File: config.mk
export PLATFORM = sky130hd
export DESIGN_NAME = dmem_arbiter
export DESIGN_NICKNAME = d
export VERILOG_FILES = /design/src/rtl/dmem_arbiter.sv
export SDC_FILE = /design/constraint.sdc
export NUM_CORES = 1
export LEC_CHECK = 0
export ABC_CLOCK_PERIOD_IN_PS = 2650
export CAP_MARGIN = 30
export CORE_AREA = 2 2 118 120
export CTS_CLUSTER_SIZE = 28
export DETAILED_ROUTE_END_ITERATION = 6
export DIE_AREA = 0 0 120 122
export PLACE_DENSITY = 0.51
export SETUP_SLACK_MARGIN = 0.5
export SYNTH_ARGS = -nofsm -noshare
export SYNTH_HDL_FRONTEND = slang
export SYNTH_SLANG_ARGS = --single-unit
File: constraint.sdc
create_clock -name clk -period 2.65 [get_ports clk]
set_input_delay 0.53 -clock clk [delete_from_list [all_inputs] [get_ports clk]]
set_output_delay 0.53 -clock clk [all_outputs]
set_load 0.02 [all_outputs]
File: src/rtl/dmem_arbiter.sv
// Two-requester arbiter for the single-port data SRAM: CPU MEM stage vs. external
// load/debug port, with a starvation counter that periodically hands priority to ext.
module dmem_arbiter #(
   parameter int ADDR_W     = 32,
   parameter int DATA_W     = 32,
   parameter int STARVE_MAX = 4
) (
   input  logic              clk,
   input  logic              arst_n,

   input  logic              cpu_req,
   input  logic              cpu_wen,
   input  logic [ADDR_W-1:0] cpu_addr,
   input  logic [DATA_W-1:0] cpu_wdata,
   output logic              cpu_gnt,
   output logic              cpu_stall,
   output logic              cpu_rvalid,
   output logic [DATA_W-1:0] cpu_rdata,

   input  logic              ext_req,
   input  logic              ext_wen,
   input  logic [ADDR_W-1:0] ext_addr,
   input  logic [DATA_W-1:0] ext_wdata,
   output logic              ext_gnt,
   output logic              ext_rvalid,
   output logic [DATA_W-1:0] ext_rdata,

   output logic [ADDR_W-1:0] mem_addr,
   output logic              mem_wen,
   output logic              mem_ren,
   output logic [DATA_W-1:0] mem_wdata,
   input  logic [DATA_W-1:0] mem_rdata,

   output logic              dbg_pri_o,
   output logic [3:0]        dbg_starve_cnt_o
);

   typedef enum logic {PRI_CPU = 1'b0, PRI_EXT = 1'b1} pri_t;
   typedef enum logic [1:0] {OWN_NONE = 2'd0, OWN_CPU = 2'd1, OWN_EXT = 2'd2} owner_t;

   localparam logic [3:0] STARVE_LIM = 4'(STARVE_MAX);

   pri_t       pri_q, pri_d;
   logic [3:0] starve_cnt_q, starve_cnt_d;
   owner_t     rd_owner_q, rd_owner_d;

   logic cpu_win;
   logic ext_win;

   // Handshake: a requester raises req with wen/addr/wdata and holds all of them
   // stable until it sees gnt; the access is consumed on the cycle where req & gnt.
   // Grants are combinational and forced low while arst_n is asserted.
   always_comb begin
      cpu_win = 1'b0;
      ext_win = 1'b0;
      if (arst_n) begin
         if (cpu_req && (!ext_req || pri_q == PRI_CPU)) begin
            cpu_win = 1'b1;
         end else if (ext_req) begin
            ext_win = 1'b1;
         end
      end
   end

   assign cpu_gnt   = cpu_win;
   assign ext_gnt   = ext_win;
   assign cpu_stall = arst_n & cpu_req & ~cpu_win;

   always_comb begin
      mem_addr  = '0;
      mem_wdata = '0;
      mem_wen   = 1'b0;
      mem_ren   = 1'b0;
      if (cpu_win) begin
         mem_addr  = cpu_addr;
         mem_wdata = cpu_wdata;
         mem_wen   = cpu_wen;
         mem_ren   = ~cpu_wen;
      end else if (ext_win) begin
         mem_addr  = ext_addr;
         mem_wdata = ext_wdata;
         mem_wen   = ext_wen;
         mem_ren   = ~ext_wen;
      end
   end

   always_comb begin
      starve_cnt_d = starve_cnt_q;
      if (ext_win) begin
         starve_cnt_d = 4'd0;
      end else if (ext_req && arst_n) begin
         starve_cnt_d = (starve_cnt_q == 4'd15) ? 4'd15 : starve_cnt_q + 4'd1;
      end

      // Priority flips to ext on the edge the counter reaches the limit, and back
      // to the CPU only once ext has actually been served.
      pri_d = pri_q;
      if (pri_q == PRI_CPU) begin
         if (starve_cnt_d >= STARVE_LIM) pri_d = PRI_EXT;
      end else if (ext_win) begin
         pri_d = PRI_CPU;
      end

      rd_owner_d = OWN_NONE;
      if (cpu_win && !cpu_wen) begin
         rd_owner_d = OWN_CPU;
      end else if (ext_win && !ext_wen) begin
         rd_owner_d = OWN_EXT;
      end
   end

   always_ff @(posedge clk or negedge arst_n) begin
      if (!arst_n) begin
         pri_q        <= PRI_CPU;
         starve_cnt_q <= 4'd0;
         rd_owner_q   <= OWN_NONE;
      end else begin
         pri_q        <= pri_d;
         starve_cnt_q <= starve_cnt_d;
         rd_owner_q   <= rd_owner_d;
      end
   end

   assign cpu_rvalid = (rd_owner_q == OWN_CPU);
   assign ext_rvalid = (rd_owner_q == OWN_EXT);
   assign cpu_rdata  = cpu_rvalid ? mem_rdata : '0;
   assign ext_rdata  = ext_rvalid ? mem_rdata : '0;

   assign dbg_pri_o        = (pri_q == PRI_EXT);
   assign dbg_starve_cnt_o = starve_cnt_q;

endmodule

==> flow_summary.yaml <==
floorplanning:
  chipHeight_um: 122
  number_of_placement_rows: 43
  design.core.area_sq_um: 13500
  die-area_sq_um: 14640
  floorplan.initialDensity_pct: 10.78
  chipWidth_um: 120
  io_pins: 306
grt:
  grt_antenna_before_repair: 0
  wire_length_of_the_first_global_routing_pass_um: 16280
  pin_count_of_the_biggest_net_entering_global_routing: 34
  grt-ovfl-total: 0
  grt_util_all_layers_pct: 14.16
  first_global_vias: 2814
synthesis:
  postSynth.asyncResetShare_pct: 100.0
  post_synth_most_frequent_cells: "sky130_fd_sc_hd__a22o_1, sky130_fd_sc_hd__and2_1, sky130_fd_sc_hd__buf_2, sky130_fd_sc_hd__dfrtp_1, sky130_fd_sc_hd__clkbuf_1"
  ys.warnings.count: 0
  synth_top_flop_cell: "sky130_fd_sc_hd__dfrtp_1"
  synth_area_sq_um: 1456
  synth_nets: 352
  ys_seq_area_share_pct: 12.03
  synth.avg_cell_area_sq_um: 7.872
  synth.lib_cells_used.distinct: 25
  post_synth_inst_count: 185
  synth-edff-count: 0
  postSynthRegisterBits: 7
  synthDominantAreaCellType: "sky130_fd_sc_hd__a22o_1"
  synthDominantCellAreaShare_pct: 39.09
  netlist_top_cells_area: "sky130_fd_sc_hd__a22o_1, sky130_fd_sc_hd__and2_1, sky130_fd_sc_hd__dfrtp_1, sky130_fd_sc_hd__buf_2, sky130_fd_sc_hd__buf_6"
timing:
  post-route-worst-setup-slack_ns: 0.3805
  finalWorstPathRequiredPeriod_ns: 2.269
  final_period_util_pct: 85.64
  max_freq_ghz: 0.4406
  timing.slew.headroom_pct: 82.29
  report.final.setup_viol: 0
  final_sum_of_negative_setup_slack_ns: 0
  max_slew.worst_pin.slew_ns: 0.2636
  unrepaired_setup_endpoints_after_global_routing: "yes"
  final.setup_skew_ns: 0.002880
  final-max-slew-violation-count: 0
  hold_viol_final: 0
routing:
  route.detailed.wl_per_inst_um: 16.52
  drt_drc_violations_left: 0
  drt_first_pass_iters: 4
  drt_first_iter_violations: 97
  final_antenna_net_count: 0
  routed_wirelength_um: 11480
  post_drt_via_cell_ratio: 4.042
  via_count: 2809
power:
  switching_power_w: 0.0006873
  ir_drop_v: 0.0002026
  switching_power_share_of_the_total_pct: 38.65
  fin_total_pwr_w: 0.001778
  pwr-share-comb_pct: 76.1
  sequentialPowerShare_pct: 9.6
  p_int_w: 0.001091
  clock_power_share_pct: 14.3
  p_leak_nw: 2.575
  power_density_nw_per_um2: 342.4
clock_tree:
  cts-buffers-inserted: 3
  clock_sinks: 7
  h-tree-depth: 1
  cts-root-to-sink-buffers: 2
  clock_latency_at_the_later_pin_of_the_worst_skew_pair_ns: 0.23
  post_cts_hold_buffer_count: 0
  cts.reportedPaths.clkPinSlew_ns: 0.04
  clock_tree_root_buffer_cell: "sky130_fd_sc_hd__clkbuf_16"
  tritoncts_clock_tree: "done"
setup_path:
  timing.critical_path.required_ns: 2.12
  timing.setup.critical_path_class: "in2out"
  critical_path.startpoint: "mem_rdata[28]"
  type_of_destination_of_the_critical_path: "output port"
  critical_path_at_ns: 1.74
  critical_path.startpoint_type: "input pin"
  r2r_start: "dbg_pri_o$_DFF_PN0_"
  crit_fanout: 2
place:
  dp_hpwl_um: 8827
  place.port_buffers: 305
  dpl-instance-area_sq_um: 4768
  gpl.final_weighted_congestion: 0.7239
  detailedPlace.worstSlack_ns: -0.3701
finish:
  postLayoutCellArea_sq_um: 5194
  synthToLayoutAreaGrowth_pct: 256.6
  finish.net_count: 683
  num_antenna_cells: 0
  fillerInstances: 1370
  final_util_pct: 38.46
  share_of_post_route_cells_with_drive_strength_above_1_pct: 24.27
job:
  drv.max_cap_violation_count: 0
status:
  result_of_the_run: "finished clean"
min_path:
  hold_class: "in2async"
## sequential cells by signal, summed over array words and instances (netlist names)
name,cells
dbg_starve_cnt_o,4
dbg_pri_o,1
rd_owner_q,2
## final timing paths
kind / endpoint / slack [ns] / cells after the start
setup / recovery: ext_rdata[28] / 0.38 / 3
hold / removal: dbg_starve_cnt_o[3]$_DFF_PN0_ / 0.25 / 2
setup reg to reg: dbg_pri_o$_DFF_PN0_ / 1.15 / 7
hold reg to reg: dbg_starve_cnt_o[0]$_DFF_PN0_ / 0.58 / 1
max in group asynchronous: dbg_pri_o$_DFF_PN0_ / 2.26 / 2
min in group clk: dbg_starve_cnt_o[0]$_DFF_PN0_ / 0.58 / 1
## placed cells by master (no fill, tap or decap), drive strengths merged, types with 2 or more instances in the layout
master         netlist  final
nand2                4      4
dfrtp                7      7
nor3                 4      4
dlymetal6s2s         0     13
a211oi               2      2
nor2                 2      2
nor2b                4      4
clkbuf               6      6
a22o                65     65
and2                65     65
a21oi                3      3
buf                 14    108
clkdlybuf4s50        0    192
dlygate4sd2          0     30
## metal layers
metal / track usage (%) / up-vias / part of all wire (%)
li1: - / 1358 / -
met1: 15.96 / 1278 / 36
met2: 27.34 / 159 / 56
met3: 3.090 / 14 / 7.0
met4: 2.574 / 0 / 1.2
met5: 0 / - / 0
## stage by stage
step                std cells  hold WS (ns)
floorplan                 185        0.2344
CTS                       692        0.2634
global placement          667        0.5568
detailed placement        667        0.5766
finish                    695        0.2524
global route              695        0.2647
## power by group through the flow
stage	Combinational (W)	Clock (W)	Sequential (W)
after floorplan	0.000498	0	0.000191
after global placement	0.00121	0	0.000172
after detailed placement	0.00122	0	0.000174
after CTS	0.00132	0.000264	0.000174
after global routing	0.00143	0.000269	0.000175
final	0.00135	0.000255	0.000171
## layout make-up
| type | instances | area (sq um) | area share (%) |
|---|---|---|---|
| Timing Repair Buffer | 346 | 3513 | 67.65 |
| Multi-Input combinational cell | 157 | 1196 | 23.03 |
| Tap cell | 180 | 225.2 | 4.336 |
| Sequential cell | 7 | 176.4 | 3.397 |
| Clock buffer | 4 | 78.83 | 1.518 |
| Inverter | 1 | 3.754 | 0.07227 |
## kinds of logic after synthesis
family / share of synthesized area [%]
and+or+nand+nor: 33.76
DFF: 12.03
adders and majority gates: 0.8590
buffers and inverters: 8.590
AOI/OAI and AO/OA: 44.76
## repair_timing
item	CTS	global route
gates resized for setup	382	36
pin swaps	13	7
buffers inserted	14	2
gates cloned	7	1
setup endpoints to repair	135	104
## worst max-delay path: stages
cell	delay, ns
sky130_fd_sc_hd__clkdlybuf4s50_1	0.48
sky130_fd_sc_hd__and2_1	0.12
sky130_fd_sc_hd__clkdlybuf4s50_1	0.61
(Power assumes the default switching activity.)
